### config.mk
export PLATFORM = sky130hd
export DESIGN_NAME = demux1an_descp_param_flat
export DESIGN_NICKNAME = d
export VERILOG_FILES = /design/src/rtl/demux1an_descp_param_if.sv /design/src/rtl/demux1an_descp_param.sv /design/src/flat_wrapper.sv
export SDC_FILE = /design/constraint.sdc
export NUM_CORES = 1
export LEC_CHECK = 0
export ABC_AREA = 1
export CAP_MARGIN = 20
export CORE_ASPECT_RATIO = 1.5
export CORE_UTILIZATION = 47
export DETAILED_ROUTE_END_ITERATION = 16
export PLACE_DENSITY = 0.74
export SYNTH_ARGS = -nofsm -noshare
export SYNTH_HDL_FRONTEND = slang
export SYNTH_SLANG_ARGS = --single-unit
### constraint.sdc
create_clock -name clk_4f -period 1.16 [get_ports clk_4f]
set_input_delay 0.232 -clock clk_4f [delete_from_list [all_inputs] [get_ports clk_4f]]
set_output_delay 0.232 -clock clk_4f [all_outputs]
set_load 0.03 [all_outputs]
### src/rtl/demux1an_descp_param_if.sv
// Receive-path demux bus: serial word input side plus parallel lane outputs.
// The DUT takes the slave modport. The producer/consumer side takes master.
interface demux1an_descp_param_if #(
  parameter int unsigned WIDTH = 8,
  parameter int unsigned N_OUT = 2,
  parameter int unsigned SEL_W = $clog2(N_OUT)
);

  logic                   valid;
  logic [WIDTH-1:0]       data_in;
  logic                   mode;
  logic [SEL_W-1:0]       sel;
  logic [N_OUT*WIDTH-1:0] dataout;
  logic [N_OUT-1:0]       validout;
  logic [SEL_W-1:0]       lane_ptr;

  modport master (
    output valid,
    output data_in,
    output mode,
    output sel,
    input  dataout,
    input  validout,
    input  lane_ptr
  );

  modport slave (
    input  valid,
    input  data_in,
    input  mode,
    input  sel,
    output dataout,
    output validout,
    output lane_ptr
  );

endinterface

### src/rtl/demux1an_descp_param.sv
// 1-to-N word demultiplexer: group mode assembles N_OUT words round-robin and
// releases them together; direct mode routes each word to the lane named by sel.
module demux1an_descp_param #(
  parameter int unsigned WIDTH = 8,
  parameter int unsigned N_OUT = 2,
  parameter int unsigned SEL_W = $clog2(N_OUT)
) (
  input logic                   clk_4f,
  input logic                   reset_L,
  demux1an_descp_param_if.slave bus
);

  localparam int unsigned      LAST     = N_OUT - 1;
  localparam logic [SEL_W-1:0] LAST_PTR = SEL_W'(N_OUT - 1);

  // The last word of a group bypasses staging and goes straight to its lane,
  // so only lanes 0..N_OUT-2 need a staging slot.
  logic [WIDTH-1:0]       staging_q [LAST];
  logic [WIDTH-1:0]       staging_d [LAST];
  logic [N_OUT*WIDTH-1:0] dataout_q,  dataout_d;
  logic [N_OUT-1:0]       validout_q, validout_d;
  logic [SEL_W-1:0]       lane_ptr_q, lane_ptr_d;

  // Next-state for staging, lane data, lane valids and group pointer
  always_comb begin
    staging_d  = staging_q;
    dataout_d  = dataout_q;
    validout_d = '0;
    lane_ptr_d = lane_ptr_q;

    if (!bus.mode) begin
      // Direct mode: any partial group is abandoned; out-of-range sel matches no lane
      lane_ptr_d = '0;
      if (bus.valid) begin
        for (int k = 0; k < int'(N_OUT); k++) begin
          if (bus.sel == SEL_W'(k)) begin
            dataout_d[k*WIDTH +: WIDTH] = bus.data_in;
            validout_d[k]               = 1'b1;
          end
        end
      end
    end else if (bus.valid) begin
      if (lane_ptr_q == LAST_PTR) begin
        for (int k = 0; k < int'(LAST); k++) begin
          dataout_d[k*WIDTH +: WIDTH] = staging_q[k];
        end
        dataout_d[LAST*WIDTH +: WIDTH] = bus.data_in;
        validout_d                     = '1;
        lane_ptr_d                     = '0;
      end else begin
        for (int k = 0; k < int'(LAST); k++) begin
          if (lane_ptr_q == SEL_W'(k)) begin
            staging_d[k] = bus.data_in;
          end
        end
        lane_ptr_d = lane_ptr_q + SEL_W'(1);
      end
    end
  end

  // State registers with synchronous active-low clear
  always_ff @(posedge clk_4f) begin
    if (!reset_L) begin
      for (int k = 0; k < int'(LAST); k++) begin
        staging_q[k] <= '0;
      end
      dataout_q  <= '0;
      validout_q <= '0;
      lane_ptr_q <= '0;
    end else begin
      staging_q  <= staging_d;
      dataout_q  <= dataout_d;
      validout_q <= validout_d;
      lane_ptr_q <= lane_ptr_d;
    end
  end

  assign bus.dataout  = dataout_q;
  assign bus.validout = validout_q;
  assign bus.lane_ptr = lane_ptr_q;

endmodule

### src/flat_wrapper.sv
// flat-port wrapper written by rule: the top's interface ports become plain ports
module demux1an_descp_param_flat 
#(
  parameter int unsigned WIDTH = 8,
  parameter int unsigned N_OUT = 2,
  parameter int unsigned SEL_W = $clog2(N_OUT)
)
  (clk_4f, reset_L, bus_valid, bus_data_in, bus_mode, bus_sel, bus_dataout, bus_validout, bus_lane_ptr);
  demux1an_descp_param_if #(.WIDTH(WIDTH), .N_OUT(N_OUT), .SEL_W(SEL_W)) bus_i ();
  input logic clk_4f;
  input logic reset_L;
  input wire logic [$bits(bus_i.valid)-1:0] bus_valid;
  input wire logic [$bits(bus_i.data_in)-1:0] bus_data_in;
  input wire logic [$bits(bus_i.mode)-1:0] bus_mode;
  input wire logic [$bits(bus_i.sel)-1:0] bus_sel;
  output wire logic [$bits(bus_i.dataout)-1:0] bus_dataout;
  output wire logic [$bits(bus_i.validout)-1:0] bus_validout;
  output wire logic [$bits(bus_i.lane_ptr)-1:0] bus_lane_ptr;
  assign bus_i.valid = bus_valid;
  assign bus_i.data_in = bus_data_in;
  assign bus_i.mode = bus_mode;
  assign bus_i.sel = bus_sel;
  assign bus_dataout = bus_i.dataout;
  assign bus_validout = bus_i.validout;
  assign bus_lane_ptr = bus_i.lane_ptr;
  demux1an_descp_param #(.WIDTH(WIDTH), .N_OUT(N_OUT), .SEL_W(SEL_W)) u_core (.clk_4f(clk_4f), .reset_L(reset_L), .bus(bus_i));
endmodule
==> results.sh <==
export IMPL_cts_buffers=3
export IMPL_hold_viol=0
export IMPL_use_met1_pct=28.0
export IMPL_busiest_layer="met2"
export IMPL_path_clk_slew_ps=140
export IMPL_reg2reg_to="u_core.bus.dataout[3]"
export IMPL_synthCells=179
export IMPL_worst_setup_path_start_kind="flip-flop"
export IMPL_most_common_layout_cells="nand2_1, dfxtp_1, nor2_1, buf_4, inv_1"
export IMPL_worst_setup_path_end_kind="primary output"
export IMPL_fmax_ghz=0.909
export IMPL_syn_to_final_growth_pct=26.0
export IMPL_ir_drop_v=0.000864
export IMPL_io_pins=32
export IMPL_fin_crit_sh_pct=94.8
export IMPL_dr_first_iter_drc_count=39
export IMPL_final_common_cell="nand2_1"
export IMPL_period_minus_slack_ps=1100
export IMPL_die_y_um=65.1
export IMPL_synth_fp_nets=192
export IMPL_grt_use_met2_pct=35.3
export IMPL_vias_per_cell=4.85
export IMPL_gp_congestion=0.827
export IMPL_min_to="u_core.bus.lane_ptr"
export IMPL_r2r_start="u_core.bus.lane_ptr"
export IMPL_crit_path_max_fanout=5
export IMPL_status="finished, final reports clean"
export IMPL_fin_skew_ps=4.86
export IMPL_grt_pass1_vias=1073
export IMPL_dpl_hpwl_mm=2.03
export IMPL_reg2reg_slack_ps=120
export IMPL_core_area_mm2=0.00248
export IMPL_ant_nets=0
export IMPL_slowest_stage="dfxtp_4"
export IMPL_yosysWarnings=0
export IMPL_yosysUniqueCellTypes=17
export IMPL_start_util_pct=50.4
export IMPL_whs_path_depth=2
export IMPL_hold_buffers=0
export IMPL_cts_tree="built"
export IMPL_grt_pass1_wl_mm=4.69
export IMPL_clkSinkCount=27
export IMPL_routed_wl_mm=2.70
export IMPL_critPathRequiredTime_ps=930
export IMPL_portBuffers=31
export IMPL_grt_util_met3_pct=2.47
export IMPL_hold_class="in2reg"
export IMPL_place_ws_ps=-407
export IMPL_antenna_found_initial=0
export IMPL_ctsRootBufferMaster="clkbuf_4"
export IMPL_worst_slack_ps=60.2
export IMPL_drive_gt1_share_pct=17.8
export IMPL_drc=0
export IMPL_p_leak_nw=0.778
export IMPL_htree_levels=1
export IMPL_cts_path_max_buffers=2
export IMPL_dieArea_mm2=0.00287
export IMPL_relSlewSlack_pct=81.3
export IMPL_seq_area_frac_synth_pct=43.3
export IMPL_die_width_um=44.1
export IMPL_gr_total_overflow=0
export IMPL_setup_tns_final_ps=0
export IMPL_fin_hold_ws_ps=395
export IMPL_syn_area_per_cell_um2=6.97
export IMPL_drv_cap=0
export IMPL_antenna_cells=0
export IMPL_ys_ff_latch=27
export IMPL_rsz0062_at_grt="false"
export IMPL_setup_violations_final=0
export IMPL_wl_per_cell_um=11.4
export IMPL_dr_pass1_iters=6
export IMPL_final_util_pct=63.4
export IMPL_crit_type="reg2out"
export IMPL_path_buf_inv=1
export IMPL_tightest_slew_ps=281
export IMPL_final_nets=228
export IMPL_pwr_density_cell_mw_per_mm2=1160
export IMPL_synth_area_mm2=0.00125
export IMPL_grt_start_max_net_pins=26
export IMPL_hold_start="bus_valid"
export IMPL_slew_violations=0
export IMPL_worstPathArrival_ps=870
export IMPL_path_cells="buf_6"
export IMPL_max_stage_delay_ps=410
export IMPL_insertion_delay_ps=320
export IMPL_grt_use_total_pct=21.4
export IMPL_vias=1155
export IMPL_rows=22
export IMPL_cp_top_family="flip-flops"
export IMPL_reg2reg_depth=5
-- Yosys cell counts --
library cell  instances  area [um2]
nand3_4               3        52.6
buf_2                 3        15.0
nand2_2               1        6.26
nand3_2               1        10.0
inv_1                18        67.6
nor2_1               25        93.8
buf_6                 4        45.0
a21oi_1              17        85.1
o21ai_0               1        5.00
clkinv_1              1        3.75
clkbuf_1              1        3.75
nand2_1              57         214
a211oi_1              1        7.51
inv_2                 1        3.75
clkinv_4              1        8.76
nand3_1              17        85.1
dfxtp_1              27         541
-- cell families after synthesis --
family / count (synthesis) / synth area share, %
compound gates: 19 / 7.82
simple gates: 104 / 37.0
buf+inv: 29 / 11.8
flops: 27 / 43.3
-- timing repair --
action                                  CTS  global route
buffers inserted                          0             0
endpoints found under the setup margin   21             1
gates resized for setup                   4             1
-- final cells by class --
| class | count | area [um2] |
|---|---|---|
| Sequential cell | 27 | 544 |
| Multi-Input combinational cell | 123 | 559 |
| Inverter | 21 | 83.8 |
| Clock buffer | 4 | 26.3 |
| Tap cell | 24 | 30.0 |
| Timing Repair Buffer | 39 | 328 |
| Fill cell | 235 | 906 |
-- worst max-delay path by stage --
stage	from	end	slack, ps	cells after the start
finish	u_core.bus.lane_ptr	bus_lane_ptr	60	1
global route	u_core.bus.lane_ptr	u_core.bus.dataout[12]	6	3
CTS	u_core.bus.lane_ptr	bus_lane_ptr	20	1
detailed placement	bus_valid	u_core.bus.dataout[15]	-410	4
global placement	bus_valid	u_core.bus.dataout[13]	-350	4
floorplan	u_core.bus.lane_ptr	u_core.bus.dataout[10]	110	4
-- power breakdown --
| group | internal, W | switching, W |
|---|---|---|
| combinational | 0.000166 | 0.000246 |
| sequential | 0.000980 | 0.0000280 |
| clock | 0.000135 | 0.000267 |
-- stage by stage --
step	instances	total power, W	area [um2]
2_1_floorplan	179	0.00129	1250
3_3_place_gp	234	0.00143	1540
3_5_place_dp	234	0.00144	1540
4_1_cts	238	0.00184	1570
5_1_grt	238	0.00192	1570
6_report	238	0.00182	1570
-- per-layer routing --
layer | routed length [um] | vias up | share of wire [%]
li1 | - | 624 | -
met1 | 1200 | 506 | 45
met2 | 1400 | 21 | 52
met5 | 0 | - | 0
met3 | 70 | 4 | 2.6
met4 | 34 | 0 | 1.3
-- registers in the layout, indices dropped and copies added, names as in the netlist --
register	cells
u_core.bus.dataout	16
u_core.staging_q	8
u_core.bus.validout	2
u_core.bus.lane_ptr	1
(Power assumes the default switching activity.)
